<file path="src/rtl/strmblock_pkg.sv">
// Shared stream definitions: block FSM state encoding, stream ids used by the
// message encoder, and the block-size helper.
package strmblock_pkg;

    typedef enum logic [1:0] {
        IDLE  = 2'd0,
        OFFER = 2'd1,
        DRAIN = 2'd2
    } blk_state_e;

    localparam logic [3:0] STRM_ID_SAMPLE = 4'd0;
    localparam logic [3:0] STRM_ID_STATUS = 4'd1;
    localparam logic [3:0] STRM_ID_DEBUG  = 4'd2;

    // Words offered in one block: the stored level, capped at the block maximum.
    function automatic logic [7:0] blk_count(input logic [15:0] level,
                                             input logic [7:0]  max_count);
        if (level < {8'd0, max_count}) begin
            return level[7:0];
        end
        return max_count;
    endfunction

endpackage

</file>
<file path="src/rtl/strmblock_syncfifo.sv">
// Single-clock FIFO: dual-port RAM with asynchronous read of the head word,
// so a word is visible the cycle after it is written or after the prior pop.
module syncfifo #(
    parameter int unsigned ADDR_BITS = 6
) (
    input  logic                 clk_i,
    input  logic                 rst_i,
    input  logic                 wr_en_i,
    input  logic [31:0]          wr_data_i,
    input  logic                 rd_en_i,
    output logic [31:0]          rd_data_o,
    output logic                 full_o,
    output logic [ADDR_BITS:0]   level_o
);

    localparam int unsigned DEPTH = 2 ** ADDR_BITS;
    localparam logic [ADDR_BITS:0] DEPTH_L = (ADDR_BITS + 1)'(DEPTH);

    logic [31:0]          mem_q [DEPTH];
    logic [ADDR_BITS-1:0] wr_ptr_q;
    logic [ADDR_BITS-1:0] rd_ptr_q;
    logic [ADDR_BITS:0]   level_q;
    logic                 wr_ok;
    logic                 rd_ok;

    assign full_o    = (level_q == DEPTH_L);
    assign level_o   = level_q;
    assign rd_data_o = mem_q[rd_ptr_q];
    assign wr_ok     = wr_en_i && !full_o;
    assign rd_ok     = rd_en_i && (level_q != '0);

    always_ff @(posedge clk_i) begin
        if (wr_ok) begin
            mem_q[wr_ptr_q] <= wr_data_i;
        end
    end

    // Pointers are exactly ADDR_BITS wide, so they wrap modulo depth on their own.
    always_ff @(posedge clk_i) begin
        if (rst_i) begin
            wr_ptr_q <= '0;
            rd_ptr_q <= '0;
            level_q  <= '0;
        end else begin
            if (wr_ok) begin
                wr_ptr_q <= wr_ptr_q + ADDR_BITS'(1);
            end
            if (rd_ok) begin
                rd_ptr_q <= rd_ptr_q + ADDR_BITS'(1);
            end
            case ({wr_ok, rd_ok})
                2'b10:   level_q <= level_q + (ADDR_BITS + 1)'(1);
                2'b01:   level_q <= level_q - (ADDR_BITS + 1)'(1);
                default: level_q <= level_q;
            endcase
        end
    end

endmodule

</file>
<file path="src/rtl/strmblock.sv">
// Stream blocker: buffers producer words and offers them to the consumer in
// blocks, triggered by a fill threshold or by an idle timeout.
module strmblock
    import strmblock_pkg::*;
#(
    parameter int unsigned ADDR_BITS = 6,
    parameter int unsigned MAX_COUNT = 60,
    parameter int unsigned THRESHOLD = 16,
    parameter int unsigned TIMEOUT   = 1000,
    parameter logic [3:0]  STRM_ID   = 4'd0
) (
    input  logic        clk,
    input  logic        rst,
    input  logic [31:0] wr_data,
    input  logic        wr_en,
    output logic        wr_full,
    input  logic        ovf_clear,
    output logic        overflow,
    output logic [31:0] strm_data,
    output logic [7:0]  strm_count,
    output logic [3:0]  strm_id,
    output logic        strm_avail,
    input  logic        strm_pull,
    output logic        proto_err
);

    localparam int unsigned TW = (TIMEOUT > 0) ? $clog2(TIMEOUT + 1) : 1;
    localparam logic [TW-1:0]      TIMEOUT_L = TW'(TIMEOUT);
    localparam logic [ADDR_BITS:0] THRESH_L  = (ADDR_BITS + 1)'(THRESHOLD);
    localparam logic [7:0]         MAX_L     = 8'(MAX_COUNT);

    blk_state_e         state_q;
    logic [TW-1:0]      timer_q;
    logic [7:0]         count_q;
    logic [7:0]         remain_q;
    logic               avail_q;
    logic               ovf_q;
    logic               perr_q;
    logic [ADDR_BITS:0] level;
    logic               wr_accept;
    logic               fifo_rd;

    assign wr_accept  = wr_en && !wr_full;
    assign fifo_rd    = strm_pull && (state_q != IDLE);
    assign strm_count = count_q;
    assign strm_avail = avail_q;
    assign strm_id    = STRM_ID;
    assign overflow   = ovf_q;
    assign proto_err  = perr_q;

    syncfifo #(.ADDR_BITS(ADDR_BITS)) u_fifo (
        .clk_i     (clk),
        .rst_i     (rst),
        .wr_en_i   (wr_en),
        .wr_data_i (wr_data),
        .rd_en_i   (fifo_rd),
        .rd_data_o (strm_data),
        .full_o    (wr_full),
        .level_o   (level)
    );

    // The idle timer restarts on every accepted write, so a partial block is
    // flushed TIMEOUT cycles after the producer goes quiet, not after it starts.
    always_ff @(posedge clk) begin
        if (rst) begin
            state_q  <= IDLE;
            timer_q  <= '0;
            count_q  <= '0;
            remain_q <= '0;
            avail_q  <= 1'b0;
        end else begin
            case (state_q)
                IDLE: begin
                    if ((level >= THRESH_L) || ((level != '0) && (timer_q == TIMEOUT_L))) begin
                        count_q <= blk_count(16'(level), MAX_L);
                        avail_q <= 1'b1;
                        timer_q <= '0;
                        state_q <= OFFER;
                    end else if ((level == '0) || wr_accept) begin
                        timer_q <= '0;
                    end else if (timer_q != TIMEOUT_L) begin
                        timer_q <= timer_q + TW'(1);
                    end
                end
                OFFER: begin
                    if (strm_pull) begin
                        avail_q  <= 1'b0;
                        remain_q <= count_q - 8'd1;
                        state_q  <= (count_q == 8'd1) ? IDLE : DRAIN;
                    end
                end
                DRAIN: begin
                    if (strm_pull) begin
                        remain_q <= remain_q - 8'd1;
                        if (remain_q == 8'd1) begin
                            state_q <= IDLE;
                        end
                    end
                end
                default: state_q <= IDLE;
            endcase
        end
    end

    always_ff @(posedge clk) begin
        if (rst) begin
            ovf_q  <= 1'b0;
            perr_q <= 1'b0;
        end else begin
            if (wr_en && wr_full) begin
                ovf_q <= 1'b1;
            end else if (ovf_clear) begin
                ovf_q <= 1'b0;
            end
            if (strm_pull && (state_q == IDLE)) begin
                perr_q <= 1'b1;
            end
        end
    end

endmodule

</file>
<file path="config.mk">
export PLATFORM = sky130hd
export DESIGN_NAME = strmblock
export DESIGN_NICKNAME = d
export VERILOG_FILES = /design/src/rtl/strmblock_pkg.sv /design/src/rtl/strmblock_syncfifo.sv /design/src/rtl/strmblock.sv
export SDC_FILE = /design/constraint.sdc
export NUM_CORES = 2
export LEC_CHECK = 0
export ABC_CLOCK_PERIOD_IN_PS = 7800
export BUFFER_PORTS_ARGS = -buffer_cell sky130_fd_sc_hd__buf_2
export CAP_MARGIN = 20
export CORE_AREA = 2 2 370 372
export DETAILED_ROUTE_END_ITERATION = 16
export DIE_AREA = 0 0 372 374
export PLACE_DENSITY = 0.76
export SYNTH_ARGS = -nofsm -noshare
export SYNTH_HDL_FRONTEND = slang
export SYNTH_SLANG_ARGS = --single-unit
</file>
<file path="constraint.sdc">
create_clock -name clk -period 7.8 [get_ports clk]
set_input_delay 1.56 -clock clk [delete_from_list [all_inputs] [get_ports clk]]
set_output_delay 1.56 -clock clk [all_outputs]
set_load 0.05 [all_outputs]
</file>
## Word level (Yosys, flattened, before mapping)

Memories as Yosys holds them, arrays and structs flattened. A register that Yosys moved wholly into a read port is not among the register bits.
Index checks and enable logic that the tools add are counted.

- $add $sub $neg: 7
- Reductions and logical operators: 23
- $lt $le $gt $ge: 2
- Multiplexer cells: 28
- Equal/unequal tests: 13

Operator list:

| kind | count |
|---|---|
| 8-bit 2-to-1 mux | 4 |
| 10-bit 2-to-1 mux | 3 |
| 8-bit by 1-bit equality test with 1-bit output, second input constant | 2 |
| 8-bit case mux with 2 select lines | 1 |
| 8-bit by 1-bit subtractor with 8-bit output, second input constant | 2 |
| 7-bit case mux with 2 select lines | 1 |
| 6-bit by 1-bit adder with 6-bit output, second input constant | 2 |
| 6-bit 2-to-1 mux | 2 |
| 10-bit by 1-bit adder with 10-bit output, second input constant | 1 |
| 10-bit equality test, second input constant | 1 |
| 1-bit 2-to-1 mux | 10 |
| 2-bit 2-to-1 mux | 5 |
| 10-bit != test, second input constant | 1 |
| 2-bit nonzero test | 5 |
| 2-bit != test, second input constant | 4 |
| 7-bit by 1-bit adder with 7-bit output, second input constant | 1 |
| 7-bit equality test, second input constant | 1 |
| 7-bit by 5-bit >= comparator with 1-bit output, second input constant | 1 |
| 7-bit zero test | 1 |
| 7-bit by 6-bit less-than comparator with 1-bit output, second input constant | 1 |
| 7-bit nonzero test | 1 |
| 7-bit by 1-bit subtractor with 7-bit output, second input constant | 1 |
| 1-bit logical AND | 6 |
| 2-bit case mux with 3 select lines | 1 |
| 10 further kinds | 15 |

- Memories: 1
- Word-level logic and storage cells: 84
- Register bits: 50
- Output and inout bits: 48
- Memory bits (writable): 2048

Memories:

| name | words | width | rd ports | clocked after memory_dff | wr ports | line | RTL |
|---|---|---|---|---|---|---|---|
| u_fifo.mem_q | 64 | 32 | 1 | 1 | 1 | strmblock_syncfifo.sv:19 | `logic [31:0] mem_q [DEPTH];` |

## Logic depth before layout (Yosys ltp)

- Depth after elaboration: 7
- Gate-level depth with buffers: 13

## Cells and area by module

Synthesis repeated with hierarchy kept, for this count alone.

- Cell total of the unflattened synthesis: 3749
- Area total of the unflattened synthesis: 80767.5 um^2

Modules (own cells, without submodules):

| module | sequential area each (um^2) | cells each | area an instance (um^2) | times used |
|---|---|---|---|---|
| syncfifo | 61999.5 | 3540 | 79037.1 | 1 |
| strmblock | 600.6 | 209 | 1730.4 | 1 |

## Worst setup path before layout

No wires, ideal clock.

- Path kind: input -> register
- Start: in strm_pull
- End: reg u_fifo.level_q[4], in the netlist u_fifo.level_o[4]
- Path slack: 3114 ps
- Library setup time: 121 ps
- Stages: 12
- Path buffers: 3
- Arrival time: 4565 ps
- Data required time: 7679 ps
- Cell sequence: buf_2 > o21ai_0 > a31oi_1 > ha_1 > clkbuf_1 > clkbuf_1 > xor2_1 > ha_1 > a21oi_1 > or4b_2 > a31oi_1 > mux2_2

- Word-level cells in the longest chain between the ends: 4
- Elaborated cells on any way between the ends: 6
- Those cells by class: eq/ne (2); mux (1); reduce/logical (3)

RTL lines:

| element | line | RTL |
|---|---|---|
| start: declaration | strmblock.sv:23 | `input logic strm_pull,` |
| 1-bit logical AND (*) | strmblock.sv:44 | `assign fifo_rd = strm_pull && (state_q != IDLE);` |
| 1-bit logical AND (*) | strmblock_syncfifo.sv:30 | `assign rd_ok = rd_en_i && (level_q != '0);` |
| via u_fifo.rd_ok | strmblock_syncfifo.sv:24 | `logic rd_ok;` |
| 2-bit by 1-bit equality test with 1-bit output / 2-bit equality test (equally long branches) | strmblock_syncfifo.sv:51 | `case ({wr_ok, rd_ok})` |
| 7-bit case mux with 2 select lines / 2-bit nonzero test (equally long branches) | - |  |
| end signal: assignment | strmblock_syncfifo.sv:52 | `2'b10: level_q <= level_q + (ADDR_BITS + 1)'(1);` |
| end signal: assignment | strmblock_syncfifo.sv:53 | `2'b01: level_q <= level_q - (ADDR_BITS + 1)'(1);` |
| end signal: assignment | strmblock_syncfifo.sv:54 | `default: level_q <= level_q;` |
| end: declaration | strmblock_syncfifo.sv:22 | `logic [ADDR_BITS:0] level_q;` |

The timed path passes the listed nets; every way through them passes the cells marked *.
A chain may end at the register's enable or synchronous reset.

==> reports/metrics.yaml <==
status: "completed"
seqPwrFrac: 0.561
wl_per_cell_um: 34.5
grt_max_degree: 91
cts_buffers: 197
gr-usage-all-layers: 0.291
finalSetupViolCount: 0
met3_usage: 0.0659
pwr-share-comb: 0.020
p_leak_nw: 27.2
synth_top_area_frac: 0.765
power_frac_clock: 0.419
root_buffer: "clkbuf_16"
maxCapViolations: 0
cts_hold_buf: 0
grt-busiest-layer: "met2"
clockBufferDepth: 3
worst_slew_pin_slew_ps: 1180
synth.yosys.seq_area_share: 0.779
post-route-min-period_ps: 6010
ys_async_sr_fraction: 0
gr-total-overflow: 0
drt_wl_total_um: 200000
vias: 40600
synth_cells: 3667
n_fill_cell: 8094
critical_path_class: "reg2out"
hold_slack_ps: 469
required_ps: 6240
cts_resized: 0
cts_sinks: 2103
clk_pin_slew_ps: 60
synth_top_flop_cell: "edfxtp_1"
synth_edf_count: 2048
ys_top_cells_by_area: "edfxtp_1, mux4_2, a22oi_1"
post-route-util: 0.668
io_pins: 85
finalNetCount: 3906
drc_errors: 0
synth.top_cells.by_count: "edfxtp_1, mux4_2, a22oi_1"
dp_hpwl_um: 103000
synth-seq-cells: 2103
cp.arrival_ps: 4450
syn_to_final_growth_pct: 12.2
port_buffers: 79
htree_levels: 4
intPower_mw: 17.7
p_sw_mw: 4.52
hold_violations: 0
worst_skew_pair.late_latency_ps: 830
fin_setup_tns_ps: 0
switching_share: 0.204
dr.pass1.iters: 7
start_util: 0.596
antenna_found_initial: 5
worstPathMaxFanout: 40
post-route-period-util: 0.770
rsz0062_at_grt: "false"
critPathCaptureType: "primary output"
fin_cells: 5804
final_antenna_net_count: 0
synth.yosys.warnings: 0
synth_area_per_cell_um2: 21.9
dp.cells: 5420
grt_pass1_wl_um: 287000
coreArea_um2: 135000
relSlewSlack: 0.215
drive_above_1_share: 0.271
yosys.area.top_type: "edfxtp_1"
drt_iter0_drc: 5727
die_area_um2: 139000
post_cts_buffers: 0
die_h_um: 374
rows: 135
ys_types: 61
holdCritPathClass: "reg2reg"
cts_tree: "done"
use_met1: 0.408
yosysMostFrequentCell: "edfxtp_1"
via_per_inst: 6.99
place_congestion: 0.816
finalMaxSlewViolations: 0
grt_pass1_vias: 41100
grt_use_met2: 0.456
netlist_area_um2: 80400
die_w_um: 372
clock.fmax_ghz: 0.166
ir_drop_uv: 342
fin_skew_ps: 29.6
cp-start-kind: "register"
powerDensity_nw_per_um2: 246
-- cell families (layout without fill, tap and decap cells) --
kind of cell,Yosys count,after routing,synth area share
AOI/OAI and AO/OA,452,452,0.0373
xor gates and xnor gates,17,17,0.00185
adders and majority gates,10,10,0.00156
buffers and inverters,237,587,0.0136
DFF,2103,2103,0.779
muxes,540,540,0.147
other,1,7,0.0000466
and+or+nand+nor,307,307,0.0199
-- metrics by stage --
stage	cell area [um2]	setup slack [ps]	total power [mW]
2_1_floorplan	80400	3110	12.8
3_3_place_gp	83500	2600	13.1
3_5_place_dp	83600	2510	13.1
4_1_cts	89800	1700	22.2
5_1_grt	90200	1500	22.7
6_report	90200	1790	22.2
-- per-layer routing --
metal / up-vias / part of all wire
li1: 16000 / -
met1: 21300 / 0.36
met2: 2915 / 0.49
met3: 432 / 0.11
met4: 4 / 0.038
met5: - / 0.00010
-- worst paths after layout --
kind | from | to | slack [ps] | cells after the start
worst max-delay path | register | strm_data[3] | 1790 | 6
worst min-delay path | proto_err | proto_err | 470 | 2
worst max register to register | u_fifo.level_o[3] | u_fifo.mem_q[29][22] | 3800 | 5
worst min register to register | proto_err | proto_err | 470 | 2
-- placed cells by master, fill, tap and decap left out, types with 11 or more instances in the layout --
cell | netlist | routed
and3_1 | 12 | 12
dfxtp_1 | 55 | 52
inv_1 | 12 | 12
clkbuf_16 | 0 | 198
nor2b_1 | 24 | 22
clkbuf_1 | 122 | 36
buf_12 | 0 | 37
a21oi_1 | 142 | 142
clkinv_8 | 0 | 11
buf_4 | 15 | 97
bufinv_16 | 0 | 14
buf_2 | 54 | 79
clkinv_1 | 0 | 47
edfxtp_1 | 2048 | 2048
o21ai_0 | 28 | 28
mux2i_1 | 24 | 24
a22oi_1 | 212 | 212
nand2_1 | 37 | 37
nor2_1 | 115 | 50
nor2_4 | 0 | 65
clkinv_2 | 0 | 40
nand2b_1 | 15 | 15
mux4_2 | 512 | 512
a211oi_1 | 12 | 12
or4_1 | 30 | 30
a221oi_1 | 12 | 12
nand3_1 | 19 | 19
nor3_1 | 12 | 12
-- final cells by class --
| cell class | instances | area (um2) | area share |
|---|---|---|---|
| Timing Repair Buffer | 214 | 1880 | 0.0208 |
| Inverter | 12 | 45.0 | 0.000499 |
| Sequential cell | 2103 | 62600 | 0.694 |
| Antenna cell | 2 | 5.00 | 0.0000555 |
| Multi-Input combinational cell | 1331 | 17200 | 0.191 |
| Clock buffer | 235 | 5100 | 0.0566 |
| Tap cell | 1781 | 2230 | 0.0247 |
| Clock inverter | 126 | 1120 | 0.0124 |
-- registers in the layout (all words and copies together), names as in the netlist, named ones only --
name,flops
overflow,1
proto_err,1
remain_q,8
state_q,2
strm_avail,1
strm_count,7
timer_q,10
u_fifo.level_o,7
u_fifo.mem_q,2048
u_fifo.rd_ptr_q,6
u_fifo.wr_ptr_q,6
-- power groups by stage --
stage,Combinational (mW),Sequential (mW),Clock [mW]
after detailed placement,0.404,12.7,0
after floorplan,0.158,12.7,0
after global placement,0.391,12.7,0
after CTS,0.407,12.4,9.37
final,0.434,12.4,9.30
after global routing,0.460,12.4,9.78
-- critical path, cell delays in order, from the launching register on --
cell and delay (ps):
dfxtp_4 900, buf_4 640, mux4_2 580, a22oi_1 210
a21oi_1 200, or4_1 730, buf_2 290
Note: power is estimated with default switching activity, not from simulation.
